`config.mk`:
```
export PLATFORM = sky130hd
export DESIGN_NAME = instr_fetch_queue
export DESIGN_NICKNAME = d
export VERILOG_FILES = /design/src/rtl/instr_fetch_queue.sv
export SDC_FILE = /design/constraint.sdc
export NUM_CORES = 1
export LEC_CHECK = 0
export ABC_AREA = 0
export CORE_UTILIZATION = 45
export CTS_CLUSTER_DIAMETER = 40
export DETAILED_ROUTE_END_ITERATION = 10
export PLACE_DENSITY = 0.66
export SLEW_MARGIN = 15
export SYNTH_ARGS = -nofsm -noshare
export SYNTH_HDL_FRONTEND = slang
export SYNTH_SLANG_ARGS = --single-unit
```
`constraint.sdc`:
```
create_clock -name clk -period 8.4 [get_ports clk]
set_input_delay 2.52 -clock clk [delete_from_list [all_inputs] [get_ports clk]]
set_output_delay 2.52 -clock clk [all_outputs]
set_load 0.03 [all_outputs]
```
`src/rtl/instr_fetch_queue.sv`:
```
// Instruction fetch queue: issues one-cycle-latency memory reads on credit and
// buffers {pc, instr} pairs in a DEPTH-entry FIFO for decode.
module instr_fetch_queue #(
  parameter int DEPTH = 4
) (
  input  logic        clk,
  input  logic        rst,
  input  logic [31:0] PcIn,
  input  logic        PcValid,
  output logic        PcReady,
  input  logic        Flush,
  output logic        ImemRdEn,
  output logic [31:0] ImemAddr,
  input  logic [31:0] ImemRdata,
  output logic [31:0] InstrOut,
  output logic [31:0] InstrPc,
  output logic        InstrValid,
  input  logic        InstrReady
);

  localparam int AW = $clog2(DEPTH);

  logic [31:0]   mem_pc_q    [DEPTH];
  logic [31:0]   mem_instr_q [DEPTH];

  logic [AW:0]   count_q, count_d;
  logic [AW-1:0] rd_ptr_q, rd_ptr_d;
  logic [AW-1:0] wr_ptr_q, wr_ptr_d;
  logic          inflight_q, inflight_d;
  logic [31:0]   pc_q, pc_d;
  logic [31:0]   addr_q, addr_d;
  logic [31:0]   hold_pc_q, hold_pc_d;
  logic [31:0]   hold_instr_q, hold_instr_d;

  logic [AW+1:0] used;
  logic          accept;
  logic          push;
  logic          pop;

  // In-flight read reserves a slot so its response always has room.
  assign used     = {1'b0, count_q} + (AW+2)'(inflight_q);
  assign PcReady  = !rst && !Flush && (used < (AW+2)'(DEPTH));
  assign accept   = PcValid && PcReady;
  assign push     = inflight_q && !Flush;
  assign pop      = InstrValid && InstrReady && !Flush;

  assign ImemRdEn   = accept;
  assign ImemAddr   = accept ? PcIn : addr_q;
  assign InstrValid = (count_q != '0);
  assign InstrOut   = InstrValid ? mem_instr_q[rd_ptr_q] : hold_instr_q;
  assign InstrPc    = InstrValid ? mem_pc_q[rd_ptr_q] : hold_pc_q;

  always_comb begin
    count_d      = count_q;
    rd_ptr_d     = rd_ptr_q;
    wr_ptr_d     = wr_ptr_q;
    inflight_d   = accept;
    pc_d         = pc_q;
    addr_d       = addr_q;
    hold_pc_d    = hold_pc_q;
    hold_instr_d = hold_instr_q;

    if (accept) begin
      pc_d   = PcIn;
      addr_d = PcIn;
    end

    // Remember whatever was last presented so an empty queue shows it steadily.
    if (InstrValid) begin
      hold_pc_d    = mem_pc_q[rd_ptr_q];
      hold_instr_d = mem_instr_q[rd_ptr_q];
    end

    if (Flush) begin
      count_d    = '0;
      rd_ptr_d   = '0;
      wr_ptr_d   = '0;
      inflight_d = 1'b0;
    end else begin
      if (push) wr_ptr_d = wr_ptr_q + AW'(1);
      if (pop)  rd_ptr_d = rd_ptr_q + AW'(1);
      case ({push, pop})
        2'b10:   count_d = count_q + (AW+1)'(1);
        2'b01:   count_d = count_q - (AW+1)'(1);
        default: count_d = count_q;
      endcase
    end
  end

  always_ff @(posedge clk) begin
    if (rst) begin
      count_q      <= '0;
      rd_ptr_q     <= '0;
      wr_ptr_q     <= '0;
      inflight_q   <= 1'b0;
      pc_q         <= '0;
      addr_q       <= '0;
      hold_pc_q    <= '0;
      hold_instr_q <= '0;
    end else begin
      count_q      <= count_d;
      rd_ptr_q     <= rd_ptr_d;
      wr_ptr_q     <= wr_ptr_d;
      inflight_q   <= inflight_d;
      pc_q         <= pc_d;
      addr_q       <= addr_d;
      hold_pc_q    <= hold_pc_d;
      hold_instr_q <= hold_instr_d;
    end
  end

  always_ff @(posedge clk) begin
    if (!rst && push) begin
      mem_pc_q[wr_ptr_q]    <= pc_q;
      mem_instr_q[wr_ptr_q] <= ImemRdata;
    end
  end

endmodule

```
==> summary.txt, run 1 <==
STA
  • Period utilisation layout: 88.9%
  • Max_slew headroom: 26.4%
  • RSZ-0062 raised after global routing: false
  • Final setup violation count: 0
  • Setup TNS: 0 ns
  • Worst-margin pin slew: 1.10 ns
  • Skew final: 0.0280 ns
  • Fin. Hold Viols: 0
  • PnR worst setup slack: ~0.94 ns
  • Final slew viol count: 0
  • Tmin final: approximately 7.5 ns
  • Fmax: 134 MHz

Logic synthesis
  • EDFF count, synth: 256
  • Register area share after synthesis: 70.1%
  • Dominant cells by area after synthesis: edfxtp_1 52%, dfxtp_1 19%, mux4_2 9.7%, mux2_4 4.9%, nor2b_1 2.7%
  • Distinct cells, synth: 31
  • Leading area contributor after synthesis: edfxtp_1
  • Simple-gate share of the synthesized area: between 6 and 7%
  • Mapped Nets: 956
  • Mapped Cells: 881
  • Compound-Gate Fraction of Synth Area: under 10%
  • Post-Synth Adder-Cell Area: 0.554%
  • Main combinational cell family by area after synthesis: multiplexers
  • Warnings from Yosys: 0
  • Top_reg_cell synth: edfxtp_1
  • Top-area cell type share of the netlist area: 51.5%
  • Post-synthesis mux area share: 15.8%
  • Mapped Area: approximately 15000 um2
  • Post-synth ARST share: 0%
  • Register bit count reported by yosys: 394
  • Synth Area in XOR/XNOR: 0.294%
  • Syn_area_per_cell: 16.9 um2

Setup path
  • R2R Path End: hold_instr_q[14]
  • Slowest cell on the critical path: clkdlybuf4s50_1
  • Critical path arrival: around 5 ns
  • Crit path top cell by count: clkdlybuf4s50_1
  • R2R Setup Slk: 5.73 ns
  • Worst path bufs/invs: 3
  • CP Class: in -> out
  • CP startpoint kind: input port
  • Reg2Reg Depth: 4
  • CP delay by family, top: buffers and inverters
  • CP endpoint kind: primary output
  • Worst-path maximum fanout: between 50 and 60
  • Crit path required time: 5.88 ns
  • Cell Chain, Critical Path: clkdlybuf4s50_1 > nor3_4 > and3_2 > buf_12 > o21ai_0 > clkdlybuf4s50_1
  • Slowest cell delay on critical path: roughly 0.62 ns

Global routing
  • Global-route congestion overflow total: 0
  • Vias in the first global route: 7951
  • First-pass GRT wire length: 44500 um
  • Tot GR Track Use: 17.1%
  • Initial antenna violation count: 0
  • Largest net degree at the start of global routing: 94

Cells and area
  • Ant diodes: 0
  • Fraction of layout cells with a size suffix above 1: 21.7%
  • Fillcell total: 2594
  • Sequential Area: 10500 um2
  • Area of the multi-input gates: 4030 um2
  • Layout area overhead: 25.6%
  • Util after Layout: roughly 58%
  • Nets: approximately 1100
  • Design area: 18700 um2

CTS
  • # resized after CTS: 0
  • CTS root buf: clkbuf_16
  • CTS Buf Count: 51
  • TritonCTS clock tree: yes
  • Longest Clk Path Bufs: 3
  • Clk_lat worst skew: 0.55 ns
  • CTS clk-pin slew, worst paths: 0.06 ns
  • Clock sinks: 394
  • Post-CTS Setup Bufs: 0
  • CTS H-tree lvls: 2
  • Hold-fix buffers, CTS: 0

Floorplan
  • I/O pins: between 150 and 200
  • Die X-Extent: 184 um
  • DIE AREA: 33900 um2
  • Core area: 32500 um2
  • Row count: 66
  • Starting Density: a little under half
  • Die Y: 184 um

Placement
  • Place WS: 0.981 ns
  • Port-buffer cells: around 170
  • Hpwl dp: 15500 um
  • Dpl cell area: 16900 um2
  • Gp weighted congestion: 0.672

Detailed routing
  • WL/cell: 18.3 um
  • Routed Antenna Nets: 0
  • DRC: 0
  • Vias per std cell: just over 5
  • 1st-pass router iterations: 4
  • DRT iter0 DRCs: 329
  • Via Count: 7795
  • DRT Wirelength: 28200 um

Power and ir drop
  • Static Leak: 6.31 nW
  • VDD IR max: approximately 0.12 mV
  • Power Density: 241 nW/um2
  • Total power: 4.51 mW

Status
  • Status: finished, final reports clean

Min path
  • Worst Hold Class: reg -> reg
  • WHS Endpoint: addr_q[2]
  • Hold_sp: addr_q[2]
  • Worst hold stages: 2

Run
  • Maxcap violations: 0
worst max-delay path by stage:
stage / depth (start not counted) / startpoint / slack, ns / end
finish: 6 / Flush / 0.94 / ImemAddr[11]
global route: 6 / Flush / 0.78 / ImemAddr[16]
CTS: 6 / Flush / 0.95 / ImemAddr[12]
detailed placement: 6 / Flush / 0.98 / ImemAddr[12]
global placement: 6 / Flush / 1.05 / ImemAddr[9]
floorplan: 6 / PcValid / 1.88 / ImemAddr[22]
cells in the mapped netlist, types with 15 or more instances:
cell / count
nand4_1: 32
mux4_2: 64
o21ai_0: 60
nor2b_1: 64
o31ai_1: 33
nand2b_1: 33
inv_1: 37
dfxtp_1: 138
clkbuf_1: 34
mux2_4: 49
mux2_2: 15
edfxtp_1: 256
registers in the layout, summed over array words and instances, names as in the netlist, named ones only:
name,cells
inflight_q,1
addr_q,32
count_q,3
hold_instr_q,32
wr_ptr_q,2
pc_q,32
mem_pc_q,128
mem_instr_q,128
rd_ptr_q,2
hold_pc_q,32
where the power goes:
group	internal (mW)	switching [mW]
combinational	0.0856	0.0985
clock	1.42	0.806
sequential	2.08	0.0166
cell usage in the layout, fill, tap and decap left out, drive strengths merged, types with 2 or more instances in the layout:
| cell type | instances |
|---|---|
| edfxtp | 256 |
| clkdlybuf4s50 | 166 |
| dfxtp | 138 |
| clkbuf | 69 |
| o21ai | 65 |
| mux4 | 64 |
| nor2b | 64 |
| mux2 | 64 |
| inv | 46 |
| o31ai | 33 |
| nand2b | 33 |
| nand4 | 32 |
| clkinv | 13 |
| nor2 | 10 |
| buf | 9 |
| and3 | 6 |
| ha | 5 |
| bufinv | 5 |
| xor2 | 4 |
| a21oi | 2 |
| or3 | 2 |
metrics by stage:
| step | cells | hold WS [ns] |
|---|---|---|
| after CTS | 1536 | 0.470 |
| after global placement | 1440 | 0.456 |
| final | 1536 | 0.466 |
| after floorplan | 881 | 0.438 |
| after detailed placement | 1440 | 0.456 |
| after global routing | 1536 | 0.483 |
final cells by class:
class / instances / share of cell area [%]
flip-flops and latches: 394 / 55.8
inverters: 37 / 0.741
clock buffers: 69 / 7.99
multi-input cells: 392 / 21.5
well taps: 442 / 2.95
repair buffers: 175 / 9.30
clock inverters: 27 / 1.66
tightest hold or removal path: stages (launching register included):
cell	delay [ns]
dfxtp_1	0.30
inv_1	0.06
o31ai_1	0.06
cells by family after synthesis:
group | after synthesis
buffers and inverters | 95
and+or+nand+nor | 151
AOI/OAI and AO/OA | 101
adders and majority gates | 6
DFF | 394
muxes | 129
xor gates and xnor gates | 5
routing by layer:
metal | global-route usage, % | wire length [um] | vias to the layer above
li1 | - | - | 3701
met1 | 23.3 | 13000 | 3842
met2 | 27.2 | 13200 | 206
met3 | 4.00 | 1520 | 46
met4 | 4.87 | 469 | 0
met5 | 0 | 0 | -
No activity file was read; power rests on OpenSTA's default activity.
==> run 2, diff against run 1 <==
--- a/config.mk
+++ b/config.mk
@@ -5,11 +5,12 @@
 export SDC_FILE = /design/constraint.sdc
 export NUM_CORES = 1
 export LEC_CHECK = 0
-export ABC_AREA = 0
+export ABC_AREA = 1
 export CORE_UTILIZATION = 45
 export CTS_CLUSTER_DIAMETER = 40
 export DETAILED_ROUTE_END_ITERATION = 10
 export PLACE_DENSITY = 0.66
+export SKIP_LAST_GASP = 1
 export SLEW_MARGIN = 15
 export SYNTH_ARGS = -nofsm -noshare
 export SYNTH_HDL_FRONTEND = slang
==> summary.txt, run 2 <==
Logic synthesis
  • Register bit count reported by yosys: 394
  • Distinct cells, synth: 23
  • Top-area cell type share of the netlist area: 48.0%
  • Dominant cells by area after synthesis: edfxtp_1 48%, dfxtp_1 17%, nand2_1 14%, inv_1 6.4%, a21oi_1 4.3%
  • Leading area contributor after synthesis: edfxtp_1
  • Mapped Nets: 1772
  • Post-synth ARST share: 0%
  • Warnings from Yosys: 0
  • Syn_area_per_cell: roughly 9.4 um2
  • Register area share after synthesis: 65.3%
  • Mapped Area: approximately 16000 um2
  • Synth cell count leaders: 609 x nand2_1, 274 x inv_1, 256 x edfxtp_1
  • EDFF count, synth: 256
  • Mapped Cells: 1697
  • Count leader, synth: nand2_1
  • Top_reg_cell synth: edfxtp_1

Setup path
  • Worst-path maximum fanout: 33
  • CP startpoint kind: input port
  • Crit path required time: between 5 and 6 ns
  • Reg2Reg Depth: 7
  • CP Class: in -> out
  • Critical path arrival: 5.00 ns
  • CP endpoint kind: primary output
  • R2R Path End: hold_pc_q[2]
  • R2R Setup Slk: 5.84 ns

STA
  • Period utilisation layout: 89.6%
  • Hold WS: around 0.47 ns
  • Max_slew headroom: 28.8%
  • Worst-margin pin slew: 1.07 ns
  • Final setup violation count: 0
  • Setup TNS: 0 ns
  • Final slew viol count: 0
  • Skew final: 0.0142 ns
  • Tmin final: 7.52 ns
  • Fin. Hold Viols: 0
  • RSZ-0062 raised after global routing: false
  • Fmax: 133 MHz

Floorplan
  • Row count: 68
  • Starting Density: 46.0%
  • Die Y: 191 um
  • Die X-Extent: 191 um
  • Core area: 34800 um2
  • DIE AREA: 36300 um2
  • I/O pins: roughly 170

Min path
  • WHS Endpoint: hold_instr_q[29]
  • Worst Hold Class: reg -> reg
  • Worst hold stages: 2
  • Hold_sp: hold_instr_q[29]

Cells and area
  • Nets: between 1500 and 2000
  • Final Non-Filler Cells: 2344
  • Commonest non-fill, non-tap cells in the layout: 609 x nand2_1, 273 x inv_1, 256 x edfxtp_1, 166 x clkdlybuf4s50_1
  • Biggest regs: mem_instr_q: 128 flops, mem_pc_q: 128 flops
  • Fillcell total: 2975
  • Fraction of layout cells with a size suffix above 1: between 6 and 7%
  • Commonest non-fill, non-tap cell in the layout: nand2_1
  • Layout area overhead: 22.9%
  • Design area: 19700 um2
  • Util after Layout: 56.6%

Placement
  • Hpwl dp: ~20000 um
  • Port-buffer cells: 167
  • Gp weighted congestion: 0.724
  • Dpl cells: 2247
  • Dpl cell area: about 18000 um2

CTS
  • Clock sinks: 394
  • CTS H-tree lvls: 2
  • Hold-fix buffers, CTS: 0
  • CTS clk-pin slew, worst paths: ~0.05 ns
  • TritonCTS clock tree: yes
  • CTS Buf Count: 51
  • CTS root buf: clkbuf_16
  • # resized after CTS: 0
  • Post-CTS Setup Bufs: 0
  • Longest Clk Path Bufs: 3
  • Clk_lat worst skew: about 0.56 ns

Status
  • Status: finished, final reports clean

Detailed routing
  • WL/cell: 14.9 um
  • DRT Wirelength: 35000 um
  • 1st-pass router iterations: 5
  • Via Count: roughly 11000
  • DRT iter0 DRCs: 566
  • DRC: 0
  • Routed Antenna Nets: 0
  • Vias per std cell: 4.74

Global routing
  • Tot GR Track Use: 19.8%
  • Vias in the first global route: roughly 11000
  • Initial antenna violation count: 1
  • Largest net degree at the start of global routing: 84
  • First-pass GRT wire length: 55900 um
  • Global-route congestion overflow total: 0

Power and ir drop
  • VDD IR max: ~0.13 mV
  • Static Leak: 8.51 nW
  • Power Density: 223 nW/um2

Run
  • Maxcap violations: 0
## run 2: per-layer routing
metal | track usage, % | wire length, um
met1 | 25.7 | 15600
met4 | 5.72 | 697
met3 | 4.14 | 1900
met5 | 0 | 0
met2 | 33.1 | 16700
## run 2: layout make-up
| class | count | area (um2) | area share (%) |
|---|---|---|---|
| sequential | 394 | 10500 | 53.1 |
| multi-input combinational | 939 | 4110 | 20.9 |
| timing repair buffer | 180 | 1780 | 9.04 |
| clock buffer | 59 | 1340 | 6.80 |
| inverter | 279 | 1050 | 5.33 |
| tap | 455 | 569 | 2.89 |
| clock inverter | 37 | 380 | 1.93 |
| antenna | 1 | 2.50 | 0.0127 |
## run 2: kinds of logic after synthesis
logic type                 synth area share [%]
buffers and inverters                      9.38
and+or+nand+nor                            20.4
adders and majority gates                 0.516
AOI/OAI and AO/OA                          4.41
xor gates and xnor gates                 0.0547
DFF                                        65.3
## run 2: worst max-delay path: stages
cell and delay [ns]:
clkdlybuf4s50_1 0.50, inv_1 0.11, nand2_2 0.08, nor2_4 0.65, nand4_1 0.28, nand2_1 0.16, clkdlybuf4s50_1 0.68
## run 2: worst max path at each step
stage / cells after the start / startpoint / end
final: 7 / Flush / ImemAddr[9]
after global routing: 7 / Flush / ImemAddr[31]
after CTS: 7 / Flush / ImemAddr[31]
after detailed placement: 7 / Flush / ImemAddr[31]
after global placement: 7 / Flush / ImemAddr[31]
after floorplan: 3 / Flush / mem_instr_q[0][0]
## run 2: metrics by stage
step | setup WS [ns] | total power [mW]
after floorplan | 2.46 | 2.20
after global placement | 0.905 | 2.28
after detailed placement | 0.857 | 2.28
after CTS | 0.865 | 4.43
after global routing | 0.685 | 4.53
final | 0.877 | 4.39
## run 2: where the power goes
group	total, mW	internal (mW)	switching (mW)
clock	2.15	1.29	0.859
sequential	2.08	2.07	0.0105
combinational	0.159	0.0662	0.0929
total	4.39	3.43	0.963
==> RTL change, RTL diff (flow settings as in run 2) <==
`DEPTH`: 4 -> 16.
--- a/src/rtl/instr_fetch_queue.sv
+++ b/src/rtl/instr_fetch_queue.sv
@@ -3,3 +3,3 @@
 module instr_fetch_queue #(
-  parameter int DEPTH = 4
+  parameter int DEPTH = 16
 ) (
Function: same outputs for any inputs over 4 cycles, from zero or initial values and one cycle with rst high; that may be too few to reach the edited logic, so the function may still have changed.
==> RTL change against run 2 <==
Synthesized area rose to 2.9 times the old value. Total power rose to 3.0 times the old value. Count of clock-buffer cells in the layout increased by 103. Critical path depth up 4. Wire length increased to 3.2 times the old value. Synthesized cell count grew 120%. Final cell count increased by 130%. Worst setup slack better by 0.10 ns. Sequential share of layout area is 10 points higher. Critical path type unchanged. Cell area increased to 2.7 times the old value. Clock skew increased by 0.010 ns. Worst hold slack gained 0.0022 ns. Sequential cell count is 776 higher. Maximum frequency is 1.3% higher.
==> RTL change: results (changes against run 2) <==
metric	value	unit	change
run_status	finished, final reports clean		
met3_usage	3.280	%	-0.86 points
grt_pass1_vias	28190		+160%
ys_seq_area_share	73.63	%	+8.4 points
syn_inst	3809		+120%
fillers	8421		+180%
pwr-share-seq	49.1	%	+1.7 points
post-dp-hpwl	55910	µm	+180%
synthTopCellsByArea	edfxtp_1 (67%), dfxtp_1 (6.4%), nand2_1 (5.1%)		
placed_cell_area	0.04851	mm²	+170%
syn_nets	3886		+120%
worstSkewPairLatency	0.72	ns	+0.16 ns
critical_path_arrival	4.90	ns	-0.10 ns
dp.cells	5138		+130%
ff_latch_area	0.03368	mm²	+220%
fin_cells	5383		+130%
grtUsageMet1	29.42	%	+3.7 points
globalRouteTotalUtil	21.90	%	+2.1 points
vdd_ir_drop_max	0.0001830	V	+46%
slowest_stage	buf_4		
worstSetupEndpoint	ImemAddr[5]		
fin_nets	3995		+110%
regToRegSetupSlack	5.19	ns	-0.65 ns
holdWs	0.4722	ns	+0.002176 ns
regToRegEndpoint	hold_instr_q[17]		
worstPathMaxFanout	65		+97%
p_switching	2708	µW	+180%
max-slew-margin-rel	17.03	%	-12 points
synth_adder_area_share	0.2189	%	-0.30 points
p_comb_share	4.1	%	+0.5 points
setup_slack	0.9766	ns	+0.09988 ns
p_leak	0.01878	µW	+120%
grt_pass1_wl	170400	µm	+200%
synth_xor_area_share	0.09576	%	+0.041 points
hold-path-endpoint	hold_instr_q[8]		
powerDensity	243.9	mW/mm²	+9.3%
drt-initial-drc-count	2625		+360%
finClkSkew	0.02443	ns	+0.01018 ns
synth_edf_count	1024		+300%
htreeDepth	4		+2
wl	112900	µm	+220%
RTL change: changes by cell type after synthesis, sizes merged, moves of 7 or more:
cell,delta
a21oi,+75
buf,+57
clkbuf,+107
dfxtp,+8
edfxtp,+768
inv,-181
nand2,+7
nand3,+142
nand4,-31
nor2,+567
nor3,+9
o211ai,+128
o21ai,+387
o31ai,+57
RTL change: cell type report:
class,count,share of cell area (%)
Timing Repair Buffer,221,3.961
Tap cell,1357,3.190
Clock inverter,82,1.895
Sequential cell,1170,63.29
Inverter,101,0.7523
Clock buffer,162,6.954
Antenna cell,1,0.004702
Multi-Input combinational cell,2289,19.95
RTL change: critical path, delay by kind of cell:
family / cells / cell delay [ns]
compound gates: 1 / 0.17
buf+inv: 5 / 1.63
simple gates: 5 / 0.54
RTL change: routing by layer:
layer / part of all wire [%] / wire length (µm)
met2: 48 / 54750
met3: 6.3 / 7157
met4: 2.5 / 2826
met5: 0 / 0
met1: 43 / 48210
